===== src/rtl/lsu_pkg.sv =====
// -----------------------------------------------------------------------------
// lsu_pkg
// Shared definitions for the load/store unit: access-type encodings, the
// sequencer state type and small decode helpers used by the sequencer and the
// load extension logic.
// -----------------------------------------------------------------------------
package lsu_pkg;

   // Access-type encodings as presented on the core's op bus.
   localparam logic [2:0] OP_LB  = 3'b000;
   localparam logic [2:0] OP_LH  = 3'b001;
   localparam logic [2:0] OP_LW  = 3'b010;
   localparam logic [2:0] OP_SW  = 3'b011;
   localparam logic [2:0] OP_LBU = 3'b100;
   localparam logic [2:0] OP_LHU = 3'b101;
   localparam logic [2:0] OP_SB  = 3'b110;
   localparam logic [2:0] OP_SH  = 3'b111;

   typedef enum logic [1:0] {
      ST_IDLE   = 2'd0,
      ST_ACCESS = 2'd1,
      ST_FINISH = 2'd2
   } state_e;

   // Number of byte beats needed for an access type.
   function automatic logic [2:0] beat_count(input logic [2:0] op);
      case (op)
         OP_LB, OP_LBU, OP_SB: return 3'd1;
         OP_LH, OP_LHU, OP_SH: return 3'd2;
         default:              return 3'd4;
      endcase
   endfunction

   function automatic logic is_store(input logic [2:0] op);
      return (op == OP_SB) || (op == OP_SH) || (op == OP_SW);
   endfunction

   function automatic logic is_unsigned(input logic [2:0] op);
      return (op == OP_LBU) || (op == OP_LHU);
   endfunction

endpackage


===== src/rtl/load_extend.sv =====
// -----------------------------------------------------------------------------
// load_extend
// Combinational sign/zero extension of the bytes gathered for a load.
//   assembled : loaded bytes, right-justified (last beat in bits [7:0])
//   op        : access type of the load
//   result    : value handed to the register file
// -----------------------------------------------------------------------------
module load_extend
   import lsu_pkg::*;
#(
   parameter int SIZE = 32
) (
   input  logic [SIZE-1:0] assembled,
   input  logic [2:0]      op,
   output logic [SIZE-1:0] result
);

   logic fill_b;
   logic fill_h;

   // Unsigned loads fill with zeros regardless of the top data bit.
   assign fill_b = !is_unsigned(op) && assembled[7];
   assign fill_h = !is_unsigned(op) && assembled[15];

   always_comb begin
      result = assembled;
      case (op)
         OP_LB, OP_LBU: result = {{(SIZE-8){fill_b}}, assembled[7:0]};
         OP_LH, OP_LHU: result = {{(SIZE-16){fill_h}}, assembled[15:0]};
         default:       result = assembled;
      endcase
   end

endmodule


===== src/rtl/load_store_unit.sv =====
// -----------------------------------------------------------------------------
// load_store_unit
// Splits one core load/store into 1, 2 or 4 big-endian byte beats on the data
// memory bus and reassembles/extends load data.
//   clk, rst          : clock (rising edge), asynchronous active-high reset
//   req, op, addr,
//   wdata             : core request, sampled only while idle
//   busy, done, err,
//   rdata             : core status and load result (valid with done)
//   mem_addr, mem_wdata,
//   mem_we, mem_re    : registered beat presented to memory
//   mem_rdata,
//   mem_ready         : memory response; a beat completes when mem_ready=1
// -----------------------------------------------------------------------------
module load_store_unit
   import lsu_pkg::*;
#(
   parameter int          SIZE          = 32,
   parameter logic [31:0] MEM_BYTES     = 32'h7FF,
   parameter int          SIZE_WORD_MEM = 8
) (
   input  logic                     clk,
   input  logic                     rst,
   input  logic                     req,
   input  logic [2:0]               op,
   input  logic [SIZE-1:0]          addr,
   input  logic [SIZE-1:0]          wdata,
   output logic                     busy,
   output logic                     done,
   output logic                     err,
   output logic [SIZE-1:0]          rdata,
   output logic [SIZE-1:0]          mem_addr,
   output logic [SIZE_WORD_MEM-1:0] mem_wdata,
   output logic                     mem_we,
   output logic                     mem_re,
   input  logic [SIZE_WORD_MEM-1:0] mem_rdata,
   input  logic                     mem_ready
);

   state_e          state;
   logic [1:0]      k_q;
   logic [2:0]      op_q;
   logic [2:0]      n_q;
   logic [SIZE-1:0] wsh_q;
   logic [SIZE-1:0] asm_q;

   logic [2:0]      n_req;
   logic [SIZE:0]   last_addr;
   logic            bad_req;
   logic [SIZE-1:0] walign;
   logic [SIZE-1:0] asm_next;
   logic [SIZE-1:0] ext;
   logic            beat_done;
   logic            last_beat;

   assign n_req = beat_count(op);

   // Range check is done one bit wider so an address near the top of the
   // 32-bit space cannot wrap around into the valid range.
   assign last_addr = {1'b0, addr} + (SIZE+1)'(n_req) - (SIZE+1)'(1);
   assign bad_req   = ((n_req == 3'd2) && addr[0]) ||
                      ((n_req == 3'd4) && (addr[1:0] != 2'b00)) ||
                      (last_addr >= (SIZE+1)'(MEM_BYTES));

   // Left-justify store data so the first beat always comes from the top byte.
   always_comb begin
      case (n_req)
         3'd1:    walign = wdata << (SIZE - 8);
         3'd2:    walign = wdata << (SIZE - 16);
         default: walign = wdata;
      endcase
   end

   assign asm_next  = (asm_q << SIZE_WORD_MEM) | SIZE'(mem_rdata);
   assign beat_done = mem_ready && (mem_we || mem_re);
   assign last_beat = ({1'b0, k_q} == (n_q - 3'd1));

   load_extend #(.SIZE(SIZE)) u_ext (
      .assembled(asm_next),
      .op       (op_q),
      .result   (ext)
   );

   // Request/shift datapath: no reset needed, always loaded before use.
   always_ff @(posedge clk) begin
      if (state == ST_IDLE && req) begin
         op_q  <= op;
         n_q   <= n_req;
         wsh_q <= walign << SIZE_WORD_MEM;
         asm_q <= '0;
      end else if (state == ST_ACCESS && beat_done) begin
         asm_q <= asm_next;
         wsh_q <= wsh_q << SIZE_WORD_MEM;
      end
   end

   // Sequencer and registered outputs.
   always_ff @(posedge clk or posedge rst) begin
      if (rst) begin
         state     <= ST_IDLE;
         k_q       <= 2'd0;
         busy      <= 1'b0;
         done      <= 1'b0;
         err       <= 1'b0;
         rdata     <= '0;
         mem_addr  <= '0;
         mem_wdata <= '0;
         mem_we    <= 1'b0;
         mem_re    <= 1'b0;
      end else begin
         case (state)
            ST_IDLE: begin
               done <= 1'b0;
               err  <= 1'b0;
               if (req) begin
                  busy <= 1'b1;
                  k_q  <= 2'd0;
                  if (bad_req) begin
                     // Rejected requests never touch the memory bus.
                     state <= ST_FINISH;
                     done  <= 1'b1;
                     err   <= 1'b1;
                     if (!is_store(op)) rdata <= '0;
                  end else begin
                     state     <= ST_ACCESS;
                     mem_addr  <= addr;
                     mem_wdata <= walign[SIZE-1 -: SIZE_WORD_MEM];
                     mem_we    <= is_store(op);
                     mem_re    <= !is_store(op);
                  end
               end
            end
            ST_ACCESS: begin
               if (beat_done) begin
                  k_q <= k_q + 2'd1;
                  if (last_beat) begin
                     state     <= ST_FINISH;
                     done      <= 1'b1;
                     mem_we    <= 1'b0;
                     mem_re    <= 1'b0;
                     mem_addr  <= '0;
                     mem_wdata <= '0;
                     if (!is_store(op_q)) rdata <= ext;
                  end else begin
                     mem_addr  <= mem_addr + SIZE'(1);
                     mem_wdata <= wsh_q[SIZE-1 -: SIZE_WORD_MEM];
                  end
               end
            end
            ST_FINISH: begin
               state <= ST_IDLE;
               done  <= 1'b0;
               err   <= 1'b0;
               busy  <= 1'b0;
            end
            default: state <= ST_IDLE;
         endcase
      end
   end

endmodule


===== config.mk =====
export PLATFORM = sky130hd
export DESIGN_NAME = load_store_unit
export DESIGN_NICKNAME = d
export VERILOG_FILES = /design/src/rtl/lsu_pkg.sv /design/src/rtl/load_extend.sv /design/src/rtl/load_store_unit.sv
export SDC_FILE = /design/constraint.sdc
export NUM_CORES = 1
export LEC_CHECK = 0
export ABC_AREA = 1
export ABC_CLOCK_PERIOD_IN_PS = 3100
export CAP_MARGIN = 20
export CORE_UTILIZATION = 56
export DETAILED_ROUTE_END_ITERATION = 6
export PLACE_DENSITY = 0.82
export SYNTH_ARGS = -nofsm -noshare
export SYNTH_HDL_FRONTEND = slang
export SYNTH_HIERARCHICAL = 1
export SYNTH_SLANG_ARGS = --single-unit

===== constraint.sdc =====
create_clock -name clk -period 3.1 [get_ports clk]
set_input_delay 0.465 -clock clk [delete_from_list [all_inputs] [get_ports clk]]
set_output_delay 0.465 -clock clk [all_outputs]
set_load 0.005 [all_outputs]

Word-level counts from Yosys, hierarchy flattened
Index checks and enable logic that the tools add are counted.
{"block": "totals", "reg_bits": 135, "latchBits": 0, "mem_bits_rw": 0, "rom_bits": 0, "output_inout_bits": 77, "memories": 0}
{"block": "op_classes", "addsub": 5, "mul": 0, "div_mod_pow": 0, "order_cmp": 1, "n_eq_ne": 25, "n_shift": 0, "n_mux": 46, "bitwise": 1, "n_reduce_logical": 36}
{"operator": "2-to-1 mux 32 bit", "count": 12}
{"operator": "case mux 32 bit (2 select lines)", "count": 4}
{"operator": "adder 32 x 3 -> 33 bit", "count": 1}
{"operator": ">= comparator 33 x 11 -> 1 bit, second input constant", "count": 1}
{"operator": "subtractor 33 x 1 -> 33 bit, second input constant", "count": 1}
{"operator": "adder 32 x 1 -> 32 bit, second input constant", "count": 1}
{"operator": "2-to-1 mux 8 bit", "count": 4}
{"operator": "bitwise OR 32 x 8 -> 32 bit", "count": 1}
{"operator": "equality test 3 bit, second input constant", "count": 9}
{"operator": "case mux 8 bit (2 select lines)", "count": 1}
{"operator": "inequality test 2 bit, second input constant", "count": 7}
{"operator": "2-to-1 mux 2 bit", "count": 6}
{"operator": "2-to-1 mux 1 bit", "count": 11}
{"operator": "equality test 3 x 1 -> 1 bit, second input constant", "count": 3}
{"operator": "equality test 3 x 2 -> 1 bit, second input constant", "count": 3}
{"operator": "AND reduction 3 bit", "count": 3}
{"operator": "logical OR 1 bit", "count": 8}
{"operator": "case mux 1 bit (2 select lines)", "count": 4}
{"operator": "case mux 2 bit (2 select lines)", "count": 2}
{"operator": "nonzero test 2 bit", "count": 4}
{"operator": "logical AND 1 bit", "count": 7}
{"operator": "AND reduction 7 bit", "count": 1}
{"operator": "zero test 3 bit", "count": 2}
{"operator": "case mux 3 bit (2 select lines)", "count": 1}
{"operator": "14 further kinds", "count": 17}

Longest topological paths before layout
{"block": "logic_depth", "depth_word": 10, "mapped_depth": 28, "depth_no_buf": 26}

By module
Netlist, hierarchy kept.
{"module": "load_store_unit", "instances": 1, "cells_per_inst": 1508, "area_per_inst_um2": 9808.2}
{"module": "load_extend", "instances": 1, "cells_per_inst": 70, "area_per_inst_um2": 370.4}

Worst setup path before layout
Ideal clock, no wire load.
{"block": "synth_timing", "kind": "input port to flip-flop", "from": "input op[1]", "to": "register mem_addr[13]", "setup_time_ns": 0.130, "arrival_time_ns": 3.247, "required_time_ns": 2.970, "path_slack_ns": -0.277, "path_stages": 28, "path_buffers": 2, "path_cell_list": "inv_1 -> nor2_1 -> inv_1 -> nand2_1 -> ha_1 -> inv_1 -> ha_1 -> fa_1 -> nand2_1 -> nand2_1 -> nand3_1 -> nand2_2 -> nand2_1 -> nand2_1 -> nand2_1 -> nand2_1 -> nand2_1 -> nand2_1 -> inv_1 -> nand2_1 -> nor2_1 -> nand3_1 -> nand2_1 -> nand2_1 -> buf_6 -> buf_6 -> nand2_1 -> o21ai_1"}
{"block": "synth_between", "elab_chain_cells": 9, "elab_cells_between_ends": 20}
{"item": "from (decl)", "line_no": "load_store_unit.sv:25", "rtl": "input logic [2:0] op,"}
{"item": "equality test 3 bit (tied with other cells)", "line_no": "lsu_pkg.sv:27", "rtl": "case (op)"}
{"item": "OR reduction 3 bit", "line_no": "lsu_pkg.sv:27"}
{"item": "case mux 3 bit (2 select lines) (*)", "line_no": "lsu_pkg.sv:27"}
{"item": "adder 32 x 3 -> 33 bit (tied with other cells)", "line_no": "load_store_unit.sv:60", "rtl": "assign last_addr = {1'b0, addr} + (SIZE+1)'(n_req) - (SIZE+1)'(1);"}
{"item": "subtractor 33 x 1 -> 33 bit (tied with other cells)", "line_no": "load_store_unit.sv:60"}
{"item": ">= comparator 33 x 11 -> 1 bit / logical OR 1 bit (equally long branches)", "line_no": "load_store_unit.sv:63, load_store_unit.sv:61"}
{"item": "logical OR 1 bit (*)", "line_no": "load_store_unit.sv:62", "rtl": "((n_req == 3'd4) && (addr[1:0] != 2'b00)) ||"}
{"item": "inequality test 2 bit (no source line) (*)"}
{"item": "AND reduction 4 bit (no source line) (*)"}
{"item": "to (signal assigned)", "line_no": "load_store_unit.sv:126", "rtl": "mem_addr <= addr;"}
{"item": "to (signal assigned)", "line_no": "load_store_unit.sv:145", "rtl": "mem_addr <= mem_addr + SIZE'(1);"}
{"item": "to (decl)", "line_no": "load_store_unit.sv:32", "rtl": "output logic [SIZE-1:0] mem_addr,"}
Every way passes the cells marked *; elsewhere a longest branch is shown, timed or not.
A chain may end at the register's enable or synchronous reset.

Worst setup path after layout
{"block": "layout_timing", "from": "input op[1]", "to": "register rdata[29]"}
{"block": "layout_between", "elab_chain_cells": 9, "elab_cells_between_ends": 24}
{"item": "equality test 3 bit (tied with other cells)", "line_no": "lsu_pkg.sv:27, lsu_pkg.sv:35"}
{"item": "OR reduction 3 bit", "line_no": "lsu_pkg.sv:27"}
{"item": "case mux 3 bit (2 select lines)", "line_no": "lsu_pkg.sv:27"}
{"item": "adder 32 x 3 -> 33 bit (tied with other cells)", "line_no": "load_store_unit.sv:60"}
{"item": "subtractor 33 x 1 -> 33 bit (tied with other cells)", "line_no": "load_store_unit.sv:60"}
{"item": ">= comparator 33 x 11 -> 1 bit / logical OR 1 bit (equally long branches)", "line_no": "load_store_unit.sv:63, load_store_unit.sv:61"}
{"item": "logical OR 1 bit", "line_no": "load_store_unit.sv:62"}
{"item": "inequality test 2 bit (no source line)"}
{"item": "AND reduction 7 bit (no source line) (*)"}
{"item": "to (signal assigned)", "line_no": "load_store_unit.sv:143", "rtl": "if (!is_store(op_q)) rdata <= ext;"}
{"item": "to (decl)", "line_no": "load_store_unit.sv:31", "rtl": "output logic [SIZE-1:0] rdata,"}
Marks and branches as above.

==> flow_metrics.tcl <==
set metrics [dict create \
    dpl_worst_slack_ns -1.10 \
    grt_pass1_wl_mm 54.0 \
    antenna_cells 0 \
    syn_avg_cell_area_um2 6.45 \
    worst-path-max-fanout 8 \
    cts_tree "done" \
    max_freq_mhz 312 \
    fin_nets 1954 \
    ys_seq_elements 135 \
    cp-end-kind "flip-flop" \
    nFillCells 1090 \
    cp_top_family "simple AND/OR/NAND/NOR gates" \
    worst_ep_required_time_ns 3.41 \
    grt.overflow.total 0 \
    layout-drive-gt1-share_pct 22.9 \
    row_count 48 \
    hold_viol 0 \
    yosysUniqueCellTypes 47 \
    switching_share_pct 43.7 \
    path_clk_slew_ns 0.07 \
    slowest_stage "fa_2" \
    core_um2 17500 \
    arrival_ns 3.52 \
    initial_core_util_pct 58.0 \
    failed_checks "negative setup slack" \
    seqCellArea_um2 3410 \
    root_buffer "clkbuf_16" \
    p_int_w 0.00653 \
    rsz0062_at_grt "true" \
    htreeDepth 4 \
    period_share_pct 103 \
    slew_violations 0 \
    slew_headroom_pct 43.5 \
    grt_max_degree 54 \
    dp_hpwl_mm 24.0 \
    multiInputGateArea_um2 6400 \
    final_common_cell "nand2_1" \
    syn_to_final_growth_pct 44.7 \
    clockPowerShare_pct 18.3 \
    async_flop_share_pct 60.0 \
    finalPower_w 0.0116 \
    status "complete, but fails checks" \
    drt_first_pass_iters 5 \
    sequentialPowerShare_pct 28.7 \
    synth_nets 1698 \
    clk_latency_ns 0.44 \
    placed_cells 2019 \
    finalSetupViolCount 75 \
    cts_sinks 135 \
    synth_edf_count 30 \
    first_iter_violations 1329 \
    synth_area_um2 10200 \
    path_buf_inv 8 \
    antenna_found_initial 2 \
    power_frac_comb_pct 53.0 \
    skew_ns 0.0136 \
    seq_area_frac_synth_pct 33.5 \
    crit_top_cell "nor2_1" \
    dieWidth_um 137 \
    fin_crit_ns 3.21 \
    via_count 12078 \
    tightest_slew_ns 0.847 \
    layout_setup_ws_ns -0.105 \
    cts_buffer_depth 2 \
    dieArea_um2 18700 \
    die_h_um 137 \
    viasPerCell 5.83 \
    cts_hold_buf 0 \
    p_per_area_nw_per_um2 786 \
    wirelength_mm 37.7 \
    post-route-util_pct 84.0 \
    io_pins 156 \
    hold_class "primary input to flip-flop" \
    layout.cells.non_filler 2072 \
    syn_inst 1578 \
    max-cap-violations 0 \
    switching_power_w 0.00506 \
    gp_congestion 0.978 \
    grt_pass1_vias 10532 \
    power.leakage_nw 7.64 \
    numCtsBuffers 17 \
    port_buffers 155 \
    wire_per_inst_um 18.2 \
    mostFrequentLayoutCells "nand2_1 (371), inv_1 (269), clkdlybuf4s50_1 (137), buf_4 (130), nor2_1 (103)" \
    synth-main-ff-cell "dfrtp_1" \
    ys_warn_count 6 \
    drc 0 \
    slowest_delay_ns 0.40 \
    ant_nets 0 \
    path_class "primary input to flip-flop" \
    grtUsageTotal_pct 37.7 \
    peakVddDrop_mv 0.642 \
    cp-start-kind "primary input" \
]
synth_stat cells (14+ instances only):
cell      count  area [um2]
nor2_1      117         439
dfrtp_1      81        2030
nand3_1     101         505
ha_1         40         500
clkbuf_1     38         143
nand4_1      52         325
inv_1       282        1060
nand2_1     496        1860
dfxtp_1      24         480
nor3_1       22         110
a21oi_1      65         325
edfxtp_1     30         901
buf_4        14         105
o21ai_0      87         435
final timing paths:
kind | cells after the start | slack (ns) | from | end
worst max-delay path | 27 | -0.11 | op[1] | rdata[29]$_DFFE_PP0P_
worst min-delay path | 1 | 0.27 | op[2] | op_q[2]$_DFFE_PP_
worst max register to register | 13 | 0.19 | mem_addr[0]$_DFFE_PP0P_ | mem_addr[24]$_DFFE_PP0P_
worst min register to register | 2 | 0.45 | asm_q[22]$_SDFFE_PP0P_ | asm_q[22]$_SDFFE_PP0P_
max in group asynchronous | 3 | 1.82 | rst | rdata[19]$_DFFE_PP0P_
min in group asynchronous | 2 | 0.49 | rst | rdata[11]$_DFFE_PP0P_
metal layers:
| metal | vias up | wire (um) | GRT usage [%] |
|---|---|---|---|
| li1 | 5566 | - | - |
| met1 | 5627 | 14800 | 50.5 |
| met3 | 135 | 3560 | 6.44 |
| met2 | 746 | 17600 | 60.1 |
| met5 | - | 28 | 0 |
| met4 | 4 | 1720 | 15.6 |
registers in the layout, summed over array words and instances, names as in the netlist, 2 cells and up:
register / count
mem_wdata: 8
op_q: 3
mem_addr: 32
state: 2
n_q: 3
rdata: 32
wsh_q: 24
asm_q: 24
k_q: 2
power by group through the flow:
stage | Combinational [W] | Clock (W) | Sequential [W]
6_report | 0.00614 | 0.00211 | 0.00333
5_1_grt | 0.00657 | 0.00219 | 0.00339
4_1_cts | 0.00536 | 0.00210 | 0.00317
3_5_place_dp | 0.00446 | 0 | 0.00313
3_3_place_gp | 0.00433 | 0 | 0.00313
2_1_floorplan | 0.00270 | 0 | 0.00300
layout make-up:
cell class	count	share of cell area (%)
repair buffers	301	19.9
clock inverters	13	1.16
clock buffers	19	2.94
multi-input cells	1092	43.5
well taps	225	1.91
inverters	287	7.44
flip-flops and latches	135	23.1
what timing repair did:
item / CTS / global route
setup buffers: 8 / 6
gates cloned: 7 / 1
endpoints found under the setup margin: 78 / 78
pin swaps: 27 / 27
gates resized for setup: 113 / 185
through the flow:
stage          setup TNS [ns]  instance area, um2  hold slack, ns
4_1_cts                 -3.22               14000           0.297
3_3_place_gp           -72.67               12700           0.432
2_1_floorplan          -0.313               10300           0.424
5_1_grt                -16.19               14700           0.260
3_5_place_dp           -75.53               12700           0.435
6_report                -4.40               14700           0.270
worst reg2reg max path: stages, from the launching register on:
cell,delay [ns]
dfrtp_1,0.46
ha_1,0.26
nand2_1,0.10
nor2_1,0.19
nand4_1,0.18
nor3_1,0.37
nand4_1,0.29
nor3_1,0.39
nand3_1,0.17
nand2_1,0.09
nand2_1,0.05
o22ai_1,0.13
nand3_1,0.09
nand2_1,0.08
cell families after synthesis:
family,synth area share [%]
compound gates,11.8
fa+ha+maj,5.11
flops,33.5
simple gates,34.9
buf+inv,14.1
xor+xnor,0.602
Note: power is estimated with default switching activity, not from simulation.
